[src/rtl/mul_pkg.sv]
// ============================================================================
// Module      : mul_pkg
// Description : Shared state encoding and step constants for seq_multiplier.
// Revision    : 1.0 - initial release
// ============================================================================
`default_nettype none

package mul_pkg;

    localparam int MUL_STEPS = 32;
    localparam int CNT_W     = 6;

    typedef enum logic [1:0] {
        IDLE = 2'd0,
        RUN  = 2'd1,
        DONE = 2'd2
    } state_t;

endpackage

`default_nettype wire

[src/rtl/seq_multiplier_if.sv]
// ============================================================================
// Module      : seq_multiplier_if
// Description : Request/result bundle between ALU control and the multiplier.
// Revision    : 1.0 - initial release
// ============================================================================
`default_nettype none

interface seq_multiplier_if;

    logic        start;
    logic [31:0] a;
    logic [31:0] b;
    logic        busy;
    logic        done;
    logic [63:0] product;
    logic        ovf;

    modport master (
        output start, a, b,
        input  busy, done, product, ovf
    );

    modport slave (
        input  start, a, b,
        output busy, done, product, ovf
    );

endinterface

`default_nettype wire

[src/rtl/yAdder.sv]
// ============================================================================
// Module      : yAdder
// Description : 32-bit combinational ripple-carry adder with carry in/out.
// Revision    : 1.0 - initial release
// ============================================================================
`default_nettype none

module yAdder (
    input  wire logic [31:0] a,
    input  wire logic [31:0] b,
    input  wire logic        cin,
    output logic [31:0]      z,
    output logic             cout
);

    logic [32:0] carry;

    assign carry[0] = cin;

    generate
        for (genvar i = 0; i < 32; i++) begin : g_bit
            assign z[i]       = a[i] ^ b[i] ^ carry[i];
            assign carry[i+1] = (a[i] & b[i]) | (carry[i] & (a[i] ^ b[i]));
        end
    endgenerate

    assign cout = carry[32];

endmodule

`default_nettype wire

[src/rtl/seq_multiplier.sv]
// ============================================================================
// Module      : seq_multiplier
// Description : 32x32 unsigned shift-and-add multiplier, one add per clock.
// Revision    : 1.0 - initial release
// ============================================================================
`default_nettype none

module seq_multiplier
    import mul_pkg::*;
(
    input  wire logic         clk,
    input  wire logic         rst,
    seq_multiplier_if.slave   bus
);

    logic [31:0]      mcand;
    logic [31:0]      hi;
    logic [31:0]      lo;
    logic [CNT_W-1:0] cnt;
    state_t           state;
    logic             busy_reg;
    logic             done_reg;

    logic [31:0]      sum;
    logic             carry_out;
    logic             accept;

    yAdder u_adder (
        .a    (hi),
        .b    (mcand),
        .cin  (1'b0),
        .z    (sum),
        .cout (carry_out)
    );

    assign accept = bus.start && ((state == IDLE) || (state == DONE));

    always_ff @(posedge clk) begin
        if (rst) begin
            state    <= IDLE;
            mcand    <= '0;
            hi       <= '0;
            lo       <= '0;
            cnt      <= '0;
            busy_reg <= 1'b0;
            done_reg <= 1'b0;
        end else begin
            case (state)
                IDLE, DONE: begin
                    done_reg <= 1'b0;
                    if (accept) begin
                        mcand    <= bus.a;
                        hi       <= '0;
                        lo       <= bus.b;
                        cnt      <= '0;
                        busy_reg <= 1'b1;
                        state    <= RUN;
                    end else begin
                        state    <= IDLE;
                    end
                end
                RUN: begin
                    // Adder carry becomes the new top bit of hi so no sum bit is lost.
                    if (lo[0]) begin
                        {hi, lo} <= {carry_out, sum, lo[31:1]};
                    end else begin
                        {hi, lo} <= {1'b0, hi, lo[31:1]};
                    end
                    cnt <= cnt + CNT_W'(1);
                    if (cnt == CNT_W'(MUL_STEPS - 1)) begin
                        busy_reg <= 1'b0;
                        done_reg <= 1'b1;
                        state    <= DONE;
                    end
                end
                default: begin
                    busy_reg <= 1'b0;
                    done_reg <= 1'b0;
                    state    <= IDLE;
                end
            endcase
        end
    end

    assign bus.busy    = busy_reg;
    assign bus.done    = done_reg;
    assign bus.product = {hi, lo};
    assign bus.ovf     = |hi;

endmodule

`default_nettype wire

[src/flat_wrapper.sv]
// flat-port wrapper written by rule: the top's interface ports become plain ports
module seq_multiplier_flat import mul_pkg::*;
  (clk, rst, bus_start, bus_a, bus_b, bus_busy, bus_done, bus_product, bus_ovf);
  seq_multiplier_if bus_i ();
  input  wire logic clk;
  input  wire logic rst;
  input wire logic [$bits(bus_i.start)-1:0] bus_start;
  input wire logic [$bits(bus_i.a)-1:0] bus_a;
  input wire logic [$bits(bus_i.b)-1:0] bus_b;
  output wire logic [$bits(bus_i.busy)-1:0] bus_busy;
  output wire logic [$bits(bus_i.done)-1:0] bus_done;
  output wire logic [$bits(bus_i.product)-1:0] bus_product;
  output wire logic [$bits(bus_i.ovf)-1:0] bus_ovf;
  assign bus_i.start = bus_start;
  assign bus_i.a = bus_a;
  assign bus_i.b = bus_b;
  assign bus_busy = bus_i.busy;
  assign bus_done = bus_i.done;
  assign bus_product = bus_i.product;
  assign bus_ovf = bus_i.ovf;
  seq_multiplier u_core (.clk(clk), .rst(rst), .bus(bus_i));
endmodule
[config.mk]
export PLATFORM = sky130hd
export DESIGN_NAME = seq_multiplier_flat
export DESIGN_NICKNAME = d
export VERILOG_FILES = /design/src/rtl/mul_pkg.sv /design/src/rtl/seq_multiplier_if.sv /design/src/rtl/yAdder.sv /design/src/rtl/seq_multiplier.sv /design/src/flat_wrapper.sv
export SDC_FILE = /design/constraint.sdc
export NUM_CORES = 1
export LEC_CHECK = 0
export CAP_MARGIN = 15
export CORE_ASPECT_RATIO = 0.9
export CORE_UTILIZATION = 40
export CTS_CLUSTER_DIAMETER = 30
export DETAILED_ROUTE_END_ITERATION = 12
export PLACE_DENSITY_LB_ADDON = 0.15
export SLEW_MARGIN = 20
export SYNTH_ARGS = -nofsm -noshare
export SYNTH_HDL_FRONTEND = slang
export SYNTH_HIERARCHICAL = 1
export SYNTH_SLANG_ARGS = --single-unit
[constraint.sdc]
create_clock -name clk -period 28.8 [get_ports clk]
set_input_delay 5.76 -clock clk [delete_from_list [all_inputs] [get_ports clk]]
set_output_delay 5.76 -clock clk [all_outputs]
set_load 0.02 [all_outputs]
==> key figures <==
Clock tree
  • CTS Buf Count: 9
  • PostCTS Resize Cnt: 0
  • Post-CTS Setup Inserts: 0
  • Clock Tree Root: clkbuf_16
  • Longest Clk Path Bufs: 2
  • Num Clock Sinks: 106
  • Clock latency on the worst-skew pair: 340 ps
  • CTS tree: yes
  • Hold Buf Count CTS: 0
  • # H-tree levels: 3
  • Clk slew on worst S/H paths: 70 ps

Synthesis
  • Synth async-reset ratio: 0
  • Synth area leader: dfxtp_1
  • Mean Syn Cell Area: 9.09 um2
  • Post-synth EDFFs: 0
  • Syn nets: 670
  • Cells after Synth: 570
  • Cell variety after synth: 30
  • Synthesized flop and latch total: 106
  • Post-synthesis sequential area ratio: 0.409
  • Top post-synthesis cells by area: dfxtp_1 41%, fa_1 12%, a21oi_1 9.7%
  • Top-area cell type share of the netlist area: 0.409
  • Primary FF master, synth: dfxtp_1
  • Post-Syn Area: 5180 um2
  • Synthesis Warnings: 6

Timing
  • Final max-slew violation count: 0
  • Final Hold Fails: 0
  • RSZ-0062 raised after global routing: no
  • Max-Slew Margin vs Limit: 0.428
  • Setup-failing EPs final: 0
  • Worst Tran Pin Value: 858 ps
  • Period utilization: 0.472
  • Setup TNS Final: 0 ps
  • Tmin final: 13600 ps
  • Clock skew: 7.82 ps
  • Fmax: 73.6 MHz
  • Post-route setup slack: 15200 ps

Power and ir drop
  • PwrDens: 49.2 nW/um2
  • Tot Pwr: 334 uW
  • Leak: 0.00256 uW
  • Max IR drop VDD: 0.0000275 V

Layout
  • Commonest non-fill, non-tap cell in the layout: clkdlybuf4s50_1
  • Utilization after layout: 0.536
  • Ant. Diodes: 0
  • Top Registers: u_core/hi: 32 flops, u_core/lo: 32 flops, u_core/mcand: 32 flops
  • Commonest non-fill, non-tap cells in the layout: 132 x clkdlybuf4s50_1, 105 x dfxtp_1, 100 x a21oi_1
  • Fraction of layout cells with a size suffix above 1: 0.0909
  • # nets final: 768
  • Synthesis-to-finish area growth: 31.2%

Placed design
  • GP Congestion: 0.735
  • Port Buffers: 133
  • DP Wirelength: 8310 um
  • Post-Place Worst Slack: 15290 ps

Floorplan
  • Num ports: 134
  • Core Box Area: 12700 um2
  • Initial core utilization: 0.409
  • Die area: 13400 um2
  • Row cnt: 39
  • Die width: 122 um
  • Die span in y: 110 um

Critical path
  • CP Launch Type: flip-flop
  • Setup Crit Path Kind: flip-flop to flip-flop
  • R2R Setup Slk: 15200 ps
  • Critical path's most frequent cell: fa_1
  • Crit path DAT: 13860 ps
  • Worst endpoint required time: 29070 ps
  • CP Capture Type: flip-flop
  • Worst Path Max Fanout: 5
  • CP peak stage delay: 480 ps
  • Critical path's slowest cell: fa_1

Drt
  • Detail Route Antenna Nets: 0
  • DR iter-0 viols: 304
  • Drt first pass iters: 4
  • DRC: 0
  • WL/cell: 15.7 um
  • Via count: 4418
  • Routed wire length: 13100 um
  • Via density: 5.29

Global routing
  • Antenna violations before repair: 0
  • Total grt overflow: 0
  • Largest net degree at the start of global routing: 106
  • GR Util All Layers: 0.199
  • Vias in the first global route: 4367
  • First-pass GRT wire length: 21100 um

Outcome
  • Status: completed

Job
  • Max-Cap Viols: 0

Min path
  • Min-delay worst type: flip-flop to flip-flop
cell type report:
| class | instances | area [um2] |
|---|---|---|
| timing repair buffer | 137 | 1380 |
| inverter | 12 | 45.0 |
| tap | 164 | 205 |
| fill | 1193 | 5890 |
| clock inverter | 2 | 37.5 |
| clock buffer | 12 | 256 |
| multi-input combinational | 402 | 2750 |
| sequential | 106 | 2120 |
kinds of logic after synthesis:
logic type,count (synthesis),share of synthesized area
AO/OA/AOI/OAI,138,0.152
adder cells (fa/ha/maj),33,0.126
buffers and inverters,62,0.0652
flip-flops,106,0.409
multiplexers,36,0.0789
other,1,0.000723
AND/OR/NAND/NOR,194,0.168
worst max-delay path, delay by kind of cell (launching register included):
kind | cells | cell delay (ps)
flip-flops | 1 | 360
adder cells (fa/ha/maj) | 32 | 12550
AO/OA/AOI/OAI | 1 | 150
AND/OR/NAND/NOR | 1 | 50
buffers and inverters | 4 | 250
multiplexers | 1 | 130
per-stage QoR:
step                      hold slack [ps]  area (um2)  std cells
final                                 462        6800        835
after global routing                  496        6800        835
after CTS                             462        6770        834
after detailed placement              453        6470        820
after global placement                447        6470        820
after floorplan                       436        5180        570
worst paths after layout:
check                                 startpoint               end  cells past startpoint
worst max-delay path                u_core/hi[0]     u_core/hi[30]                     39
worst min-delay path            u_core/mcand[31]  u_core/mcand[31]                      2
worst max register to register      u_core/hi[0]     u_core/hi[30]                     39
worst min register to register  u_core/mcand[31]  u_core/mcand[31]                      2
power by group:
part | switching (uW) | leakage, uW | internal [uW]
combinational | 26.9 | 0.00155 | 24.0
sequential | 6.83 | 0.000865 | 153
clock | 52.1 | 0.000141 | 71.3
total | 85.8 | 0.00256 | 249
per-layer routing:
metal / part of all wire / up-vias / track usage
li1: - / 2170 / -
met1: 0.47 / 2144 / 0.263
met2: 0.47 / 93 / 0.324
met3: 0.056 / 11 / 0.0478
met4: 0.011 / 0 / 0.0529
met5: 0 / - / 0
Yosys cell counts, types with 8 or more instances:
| cell type | n |
|---|---|
| dfxtp_1 | 106 |
| a21oi_1 | 100 |
| nand2_1 | 99 |
| nand3_1 | 67 |
| mux2_2 | 35 |
| fa_1 | 32 |
| a22oi_1 | 31 |
| buf_2 | 24 |
| buf_4 | 12 |
| inv_1 | 12 |
| nor4_1 | 9 |
| clkbuf_1 | 8 |
No activity file was read; power rests on OpenSTA's default activity.
